==> src/rtl/mips_pkg.sv <==
// Shared definitions for the 5-stage MIPS pipeline: widths, ALU op codes
// and the decoded control bundle carried between stages.
package mips_pkg;

    localparam int DATA_W  = 32;
    localparam int REG_AW  = 5;
    localparam int ALUOP_W = 3;

    // ALU operation encodings driven by the decoder.
    localparam logic [ALUOP_W-1:0] ALU_ADD = 3'd0;
    localparam logic [ALUOP_W-1:0] ALU_SUB = 3'd1;
    localparam logic [ALUOP_W-1:0] ALU_AND = 3'd2;
    localparam logic [ALUOP_W-1:0] ALU_OR  = 3'd3;
    localparam logic [ALUOP_W-1:0] ALU_XOR = 3'd4;
    localparam logic [ALUOP_W-1:0] ALU_SLT = 3'd5;
    localparam logic [ALUOP_W-1:0] ALU_SLL = 3'd6;
    localparam logic [ALUOP_W-1:0] ALU_SRL = 3'd7;

    // Decoded control for one instruction. A bubble is all zeros, so it can
    // never write the register file or touch memory downstream.
    typedef struct packed {
        logic               reg_write;
        logic               mem_read;
        logic               mem_write;
        logic               mem_to_reg;
        logic               alu_src;
        logic               reg_dst;
        logic               branch;
        logic [ALUOP_W-1:0] alu_op;
    } ctrl_t;

    localparam ctrl_t CTRL_BUBBLE = '0;

endpackage

==> src/rtl/load_use_detect.sv <==
// Load-use hazard detector: flags an ID instruction that reads the register
// a load currently in EX will write. Pure combinational, shared with IF/ID.
module load_use_detect #(
    parameter int REG_AW = 5
) (
    input  logic              ex_valid_i,
    input  logic              ex_mem_read_i,
    input  logic [REG_AW-1:0] ex_rt_i,
    input  logic              id_valid_i,
    input  logic [REG_AW-1:0] id_rs_i,
    input  logic [REG_AW-1:0] id_rt_i,
    output logic              luh_o
);

    // $zero is never a real dependency, so a load targeting r0 is ignored.
    always_comb begin
        luh_o = ex_valid_i & ex_mem_read_i & id_valid_i &
                (ex_rt_i != '0) &
                ((ex_rt_i == id_rs_i) | (ex_rt_i == id_rt_i));
    end

endmodule

==> src/rtl/id_ex_stage.sv <==
// ID/EX pipeline register. Captures operands, register fields, immediate and
// decoded control one cycle after ID. Inserts a bubble on branch flush or a
// load-use hazard, freezes on external stall, and counts inserted bubbles
// in a saturating counter for performance debug.
module id_ex_stage #(
    parameter int DATA_W  = 32,
    parameter int REG_AW  = 5,
    parameter int ALUOP_W = 3,
    parameter int CNT_W   = 16
) (
    input  logic               clk,
    input  logic               rst,
    input  logic               id_valid,
    input  logic [REG_AW-1:0]  id_rs,
    input  logic [REG_AW-1:0]  id_rt,
    input  logic [REG_AW-1:0]  id_rd,
    input  logic [DATA_W-1:0]  id_rdata_rs,
    input  logic [DATA_W-1:0]  id_rdata_rt,
    input  logic [DATA_W-1:0]  id_imm,
    input  logic               id_reg_write,
    input  logic               id_mem_read,
    input  logic               id_mem_write,
    input  logic               id_mem_to_reg,
    input  logic               id_alu_src,
    input  logic               id_reg_dst,
    input  logic               id_branch,
    input  logic [ALUOP_W-1:0] id_alu_op,
    input  logic               flush_i,
    input  logic               stall_i,
    output logic               ex_valid,
    output logic [REG_AW-1:0]  ex_rs,
    output logic [REG_AW-1:0]  ex_rt,
    output logic [REG_AW-1:0]  ex_rd,
    output logic [DATA_W-1:0]  ex_rdata_rs,
    output logic [DATA_W-1:0]  ex_rdata_rt,
    output logic [DATA_W-1:0]  ex_imm,
    output logic               ex_reg_write,
    output logic               ex_mem_read,
    output logic               ex_mem_write,
    output logic               ex_mem_to_reg,
    output logic               ex_alu_src,
    output logic               ex_reg_dst,
    output logic               ex_branch,
    output logic [ALUOP_W-1:0] ex_alu_op,
    output logic               hazard_stall_o,
    output logic [CNT_W-1:0]   bubble_count
);

    import mips_pkg::*;

    logic              valid_q, valid_d;
    logic [REG_AW-1:0] rs_q, rs_d, rt_q, rt_d, rd_q, rd_d;
    logic [DATA_W-1:0] rdata_rs_q, rdata_rs_d;
    logic [DATA_W-1:0] rdata_rt_q, rdata_rt_d;
    logic [DATA_W-1:0] imm_q, imm_d;
    ctrl_t             ctrl_q, ctrl_d;
    ctrl_t             id_ctrl;
    logic [CNT_W-1:0]  cnt_q, cnt_d;
    logic              luh;
    logic              bubble;

    load_use_detect #(
        .REG_AW (REG_AW)
    ) u_luh (
        .ex_valid_i    (valid_q),
        .ex_mem_read_i (ctrl_q.mem_read),
        .ex_rt_i       (rt_q),
        .id_valid_i    (id_valid),
        .id_rs_i       (id_rs),
        .id_rt_i       (id_rt),
        .luh_o         (luh)
    );

    // Pack the decoder outputs into one bundle for uniform handling.
    always_comb begin
        id_ctrl            = CTRL_BUBBLE;
        id_ctrl.reg_write  = id_reg_write;
        id_ctrl.mem_read   = id_mem_read;
        id_ctrl.mem_write  = id_mem_write;
        id_ctrl.mem_to_reg = id_mem_to_reg;
        id_ctrl.alu_src    = id_alu_src;
        id_ctrl.reg_dst    = id_reg_dst;
        id_ctrl.branch     = id_branch;
        id_ctrl.alu_op     = id_alu_op;
    end

    // Flush beats stall beats hazard; only a real hazard asks upstream to hold.
    always_comb begin
        bubble         = flush_i | (~stall_i & luh);
        hazard_stall_o = luh & ~flush_i & ~stall_i;
    end

    // Next-state: bubble, hold, or capture the ID instruction.
    always_comb begin
        valid_d    = valid_q;
        rs_d       = rs_q;
        rt_d       = rt_q;
        rd_d       = rd_q;
        rdata_rs_d = rdata_rs_q;
        rdata_rt_d = rdata_rt_q;
        imm_d      = imm_q;
        ctrl_d     = ctrl_q;
        cnt_d      = cnt_q;
        if (bubble) begin
            valid_d    = 1'b0;
            rs_d       = '0;
            rt_d       = '0;
            rd_d       = '0;
            rdata_rs_d = '0;
            rdata_rt_d = '0;
            imm_d      = '0;
            ctrl_d     = CTRL_BUBBLE;
            cnt_d      = (cnt_q == '1) ? cnt_q : cnt_q + CNT_W'(1);
        end else if (!stall_i) begin
            valid_d    = id_valid;
            rs_d       = id_rs;
            rt_d       = id_rt;
            rd_d       = id_rd;
            // r0 reads as zero even if the register file holds garbage there.
            rdata_rs_d = (id_rs == '0) ? '0 : id_rdata_rs;
            rdata_rt_d = (id_rt == '0) ? '0 : id_rdata_rt;
            imm_d      = id_imm;
            ctrl_d     = id_valid ? id_ctrl : CTRL_BUBBLE;
        end
    end

    // Pipeline register and bubble counter with synchronous reset.
    always_ff @(posedge clk) begin
        if (rst) begin
            valid_q    <= 1'b0;
            rs_q       <= '0;
            rt_q       <= '0;
            rd_q       <= '0;
            rdata_rs_q <= '0;
            rdata_rt_q <= '0;
            imm_q      <= '0;
            ctrl_q     <= CTRL_BUBBLE;
            cnt_q      <= '0;
        end else begin
            valid_q    <= valid_d;
            rs_q       <= rs_d;
            rt_q       <= rt_d;
            rd_q       <= rd_d;
            rdata_rs_q <= rdata_rs_d;
            rdata_rt_q <= rdata_rt_d;
            imm_q      <= imm_d;
            ctrl_q     <= ctrl_d;
            cnt_q      <= cnt_d;
        end
    end

    assign ex_valid      = valid_q;
    assign ex_rs         = rs_q;
    assign ex_rt         = rt_q;
    assign ex_rd         = rd_q;
    assign ex_rdata_rs   = rdata_rs_q;
    assign ex_rdata_rt   = rdata_rt_q;
    assign ex_imm        = imm_q;
    assign ex_reg_write  = ctrl_q.reg_write;
    assign ex_mem_read   = ctrl_q.mem_read;
    assign ex_mem_write  = ctrl_q.mem_write;
    assign ex_mem_to_reg = ctrl_q.mem_to_reg;
    assign ex_alu_src    = ctrl_q.alu_src;
    assign ex_reg_dst    = ctrl_q.reg_dst;
    assign ex_branch     = ctrl_q.branch;
    assign ex_alu_op     = ctrl_q.alu_op;
    assign bubble_count  = cnt_q;

endmodule

==> config.mk <==
export PLATFORM = sky130hd
export DESIGN_NAME = id_ex_stage
export DESIGN_NICKNAME = d
export VERILOG_FILES = /design/src/rtl/mips_pkg.sv /design/src/rtl/load_use_detect.sv /design/src/rtl/id_ex_stage.sv
export SDC_FILE = /design/constraint.sdc
export NUM_CORES = 1
export LEC_CHECK = 0
export CELL_PAD_IN_SITES_DETAIL_PLACEMENT = 0
export CELL_PAD_IN_SITES_GLOBAL_PLACEMENT = 1
export CORE_UTILIZATION = 26
export DETAILED_ROUTE_END_ITERATION = 6
export GPL_ROUTABILITY_DRIVEN = 0
export PLACE_DENSITY = 0.81
export SYNTH_ARGS = -nofsm -noshare
export SYNTH_HDL_FRONTEND = slang
export SYNTH_SLANG_ARGS = --single-unit
==> constraint.sdc <==
create_clock -name clk -period 2 [get_ports clk]
set_input_delay 0.4 -clock clk [delete_from_list [all_inputs] [get_ports clk]]
set_output_delay 0.4 -clock clk [all_outputs]
set_load 0.01 [all_outputs]
==> Word-level counts from Yosys, hierarchy flattened <==
Cells that the tools add are included.
{ "word_totals": {"reg_bits": 138} }
{ "op_classes": {"n_addsub": 1, "n_eq_ne": 3, "muxes": 3, "n_bitwise": 12, "n_reduce_logical": 5} }
{ "op_table": {"columns": ["cell", "count"], "rows": [
  ["$mux 32", 2],
  ["$add 16x1->16 const B", 1],
  ["$eq 16x16->1 const B", 1],
  ["$eq 5x5->1", 2],
  ["$logic_not 5->1", 2],
  ["$mux 10", 1],
  ["$and 1x1->1", 7],
  ["$reduce_bool 5->1", 1],
  ["$not 1->1", 3],
  ["$or 1x1->1", 2],
  ["$reduce_and 2->1", 1],
  ["$reduce_or 2->1", 1]
]} }

==> Logic depth before layout (Yosys ltp) <==
{ "depth": {"depth_word": 7, "depth_mapped": 9} }

==> By module <==
A second synthesis with hierarchy kept.
{ "unflattened": {"hier_cells": 522, "hier_area_um2": 5124.9} }
{ "modules_own_cells": {"columns": ["module", "n_inst", "cells_per_inst", "area_each_um2", "seq_area_each_um2"], "rows": [
  ["id_ex_stage", 1, 505, 4996.0, 2762.6],
  ["load_use_detect", 1, 17, 128.9, 0.0]
]} }

==> Worst setup path after synthesis <==
Ideal clock, no wire load.
{ "synth_path": {"path_type": "register -> register", "from": "register cnt_q[0] (netlist: bubble_count[0])", "to": "register cnt_q[10] (netlist: bubble_count[10])", "arrival_time_ns": 1.769, "slack_ns": 0.110, "stages_incl_launch_ff": 8, "n_path_buf": 2, "path_cell_list": "dfxtp_1 > ha_1 > and3_1 > and4_1 > buf_2 > buf_2 > nor4_1 > mux2_2"} }
{ "synth_between": {"elab_chain_cells": 3, "word_cells_on_any_way": 4, "classes_between": "1 x add/sub; 1 x eq/ne; 1 x bitwise; 1 x reduce/logical"} }
{ "synth_lines": {"columns": ["item", "line_no", "text"], "rows": [
  ["start: declaration", "id_ex_stage.sv:58", "logic [CNT_W-1:0] cnt_q, cnt_d;"],
  ["start signal: assignment", "id_ex_stage.sv:148", "cnt_q <= cnt_d;"],
  ["branches (longest 3 deep; another with $add 16x1->16)", null, null]
]} }
Several ways; the timed one is not identified.
A chain may end at the register's enable or synchronous reset.

==> Final worst setup path <==
{ "layout_path": {"from": "register rt_q[0] (netlist: ex_rt[0])", "to": "register cnt_q[14] (netlist: bubble_count[14])"} }
{ "layout_between": {"elab_chain_cells": 6, "word_cells_on_any_way": 9, "classes_between": "2 x eq/ne; 5 x bitwise; 2 x reduce/logical"} }
{ "layout_lines": {"columns": ["item", "line_no", "text"], "rows": [
  ["start: declaration", "id_ex_stage.sv:52", "logic [REG_AW-1:0] rs_q, rs_d, rt_q, rt_d, rd_q, rd_d;"],
  ["start signal: assignment", "id_ex_stage.sv:142", "rt_q <= rt_d;"],
  ["$eq 5x5->1 / $reduce_bool 5->1 (equally long branches)", "load_use_detect.sv:19, load_use_detect.sv:18", null],
  ["$or 1x1->1 / $and 1x1->1 (equally long branches)", "load_use_detect.sv:19, load_use_detect.sv:17", null],
  ["$and 1x1->1 *", "load_use_detect.sv:18", "(ex_rt_i != '0) &"],
  ["$and 1x1->1 *", "id_ex_stage.sv:89", "bubble = flush_i | (~stall_i & luh);"],
  ["$or 1x1->1 *", "id_ex_stage.sv:89", null],
  ["$reduce_and 2->1 (no source line) *", null, null]
]} }
Every way passes the cells marked *; elsewhere a longest branch is shown, timed or not.

==> flow_summary.json <==
{
  "dpl-instance-area_sq_um": 8300,
  "min_delay_path_depth": 4,
  "syn-cell-area_sq_um": 5120,
  "dpl.hpwl_microns": 11500,
  "max_stage_delay_ns": 0.51,
  "synthTopCellsByArea": "dfxtp_1 (54%), a22oi_1 (11%), nor2_1 (9.5%), mux2i_1 (9.4%), clkbuf_1 (1.9%)",
  "regToRegStartpoint": "ex_rt[0]$_SDFFE_PP0N_",
  "power_leakage_nw": 3.50,
  "critPathRequiredTime_ns": 2.30,
  "area_growth_pct": 74.5,
  "timing.final.max_slew_violations": 0,
  "setup_ws_ns": 0.0666,
  "track_usage_pct": 16.1,
  "cts.root.buffer_cell": "clkbuf_16",
  "grt_setup_unrepaired": "true",
  "total_of_buffers_placed_on_input_and_output_ports": 264,
  "average_routed_wire_per_standard_cell_microns": 15.0,
  "placement.setup.worst_slack_ns": -0.462,
  "synth_async_sr_flop_share_pct": 0,
  "finish.utilization_pct": 47.0,
  "critical_path_buffers_and_inverters": 2,
  "synth_top_area_share_pct": 54.0,
  "postSynth.topFlopCell": "dfxtp_1",
  "number_of_nets_produced_by_synthesis": 659,
  "clkSlewWorstSetupHoldPaths_ns": 0.06,
  "hold_end": "ex_rt[1]$_SDFFE_PP0N_",
  "vdd.ir_drop.worst_uv": 523,
  "fmax_ghz": 0.517,
  "first_global_vias": 4870,
  "crit_path_cell_trace": "xnor2_1 -> nand3_1 -> o22ai_2 -> buf_4 -> a21oi_2 -> buf_12 -> or4_1 -> o211a_1",
  "ys_seq_elements": 138,
  "reg2reg_setup_slack_ns": 0.07,
  "clock_tree.buffer_depth": 2,
  "grt_first_pass_wirelength_microns": 25400,
  "cts_tree": "built",
  "cp-start-kind": "flip-flop",
  "yosysSeqAreaShare_pct": 54.0,
  "r2r_end": "bubble_count[14]$_SDFFE_PP0P_",
  "hp-start": "id_rt[1]",
  "dieArea_sq_um": 20200,
  "synth.lib_cells_used.distinct": 34,
  "synthCells": 532,
  "slew_headroom_pct": 62.7,
  "cpMaxStageDelayCell": "or4_1",
  "share_of_cells_above_drive_strength_1_pct": 10.7,
  "number_of_synthesized_flops_with_an_enable_pin": 0,
  "initialDrtViolationCount": 165,
  "std_cell_rows": 50,
  "cts_max_level": 4,
  "antenna-diode-count": 0,
  "worstMarginPinSlew_ns": 0.560,
  "fin_tns_setup_ns": 0,
  "critPathKind": "flip-flop to flip-flop",
  "syn_avg_cell_area_sq_um": 9.62,
  "cap_violations": 0,
  "floorplan.initialDensity_pct": 26.9,
  "cts_made_buffers": 17,
  "post-layout-total-power_mw": 6.84,
  "number_of_failing_hold_endpoints_at_the_final_stage": 0,
  "worst_r2r_path_depth": 8,
  "die_width_microns": 142,
  "nets": 940,
  "fin_crit_ns": 1.93,
  "clk-insertion-delay-late_ns": 0.41,
  "vias_per_cell": 4.53,
  "power_density_nw_per_um2": 766,
  "detail-route-antenna-nets": 0,
  "io_pins": 265,
  "timing.critical_path.max_delay_family": "simple AND/OR/NAND/NOR gates",
  "cts_hold_buffers": 0,
  "drc_errors": 0,
  "die_height_microns": 142,
  "drt-total-wl_microns": 16300,
  "finalCritPeriodShare_pct": 96.7,
  "cp_data_arrival_time_ns": 2.24,
  "yosys_warnings": 0,
  "grt_max_degree": 85,
  "worstPathMaxFanout": 24,
  "grt_overflow": 0,
  "grt_antenna_before_repair": 0,
  "drtPass1Iterations": 5,
  "outcome": "complete, no violations",
  "top_cell_type_by_total_area_after_synthesis": "dfxtp_1",
  "min-delay-path-class": "input pin to flip-flop",
  "worstSetupEndpointType": "flip-flop",
  "clock_sink_count": 138,
  "vias": 4917,
  "skew_ns": 0.00638,
  "final_cell_area_sq_um": 8930,
  "setup-violations-final": 0,
  "core_region_area_sq_um": 19000
}
==> worst max-delay path by stage <==
stage	from	end	slack (ns)	cells after the start
2_1_floorplan	bubble_count[0]$_SDFFE_PP0P_	bubble_count[10]$_SDFFE_PP0P_	0.11	7
4_1_cts	id_rt[3]	bubble_count[10]$_SDFFE_PP0P_	-0.0008	9
3_3_place_gp	id_rt[3]	hazard_stall_o	-0.46	7
5_1_grt	ex_rt[3]$_SDFFE_PP0N_	hazard_stall_o	-0.04	6
3_5_place_dp	id_rt[3]	hazard_stall_o	-0.46	7
6_report	ex_rt[0]$_SDFFE_PP0N_	bubble_count[14]$_SDFFE_PP0P_	0.07	8
==> final cells by class <==
type / count / area (sq um)
fillers: 1822 / 10100
repair buffers: 302 / 3030
flip-flops and latches: 138 / 2770
multi-input cells: 352 / 2220
clock buffers: 17 / 425
well taps: 260 / 325
clock inverters: 15 / 154
inverters: 2 / 7.51
==> logic make-up after synthesis <==
| group | after synthesis | synth area share [%] |
|---|---|---|
| simple gates | 185 | 15.7 |
| flops | 138 | 54.0 |
| compound gates | 106 | 14.9 |
| mux | 50 | 9.83 |
| buf+inv | 42 | 3.55 |
| xor+xnor | 10 | 1.71 |
| fa+ha+maj | 1 | 0.244 |
==> cells in the final DEF (no fill, tap or decap), types with 3 or more instances in the layout <==
cell type	count
a22oi_1	74
a21oi_1	13
clkdlybuf4s50_1	253
nor2_1	129
dfxtp_2	3
o31ai_1	7
nor2b_1	3
clkbuf_16	17
dfxtp_1	134
a21oi_2	3
buf_4	32
mux2i_1	48
inv_6	6
inv_8	3
and3_1	5
xnor2_1	9
nand3_1	8
nor3_1	6
nand2_1	12
or4_1	8
buf_12	7
dlymetal6s2s_1	9
==> synth_stat cells, types with 7 or more instances <==
cell type / instances
a22oi_1: 74
nand3_1: 8
nand2_1: 13
buf_2: 13
dfxtp_1: 138
a21oi_1: 15
mux2i_1: 48
o31ai_1: 7
clkbuf_1: 26
or4_1: 8
nor2_1: 129
xnor2_1: 10
==> report_power, final <==
part           internal, mW  switching [mW]  total (mW)
Clock                  1.76            1.34        3.10
Sequential             2.83          0.0446        2.87
Combinational         0.518           0.347       0.865
==> worst reg2reg max path, stage by stage, from the launching register on <==
cell and delay [ns]:
dfxtp_2 0.35, xnor2_1 0.17, nand3_1 0.11, o22ai_2 0.19
buf_4 0.14, a21oi_2 0.06, buf_12 0.16, or4_1 0.52
o211a_1 0.13
==> metal layers <==
layer | GRT usage, % | vias to the layer above | wire, microns
met4 | 5.55 | 0 | 195
met2 | 26.3 | 155 | 7720
met3 | 6.26 | 13 | 1320
met1 | 19.2 | 2308 | 7100
li1 | - | 2441 | -
met5 | 0 | - | 0
==> through the flow <==
step           hold WS (ns)  instances
2_1_floorplan         0.516        532
3_3_place_gp          0.473       1053
3_5_place_dp          0.482       1053
4_1_cts               0.498       1086
5_1_grt               0.390       1086
6_report              0.391       1086
==> timing repair <==
| action | 4_1_cts | 5_1_grt |
|---|---|---|
| endpoints found under the setup margin | 1 | 13 |
| buffers inserted | 1 | 0 |
| pin swaps | 1 | 7 |
| cloned | 0 | 0 |
| gates resized for setup | 8 | 14 |
| hold endpoints to repair | 0 | 0 |
No activity file was read; power rests on OpenSTA's default activity.
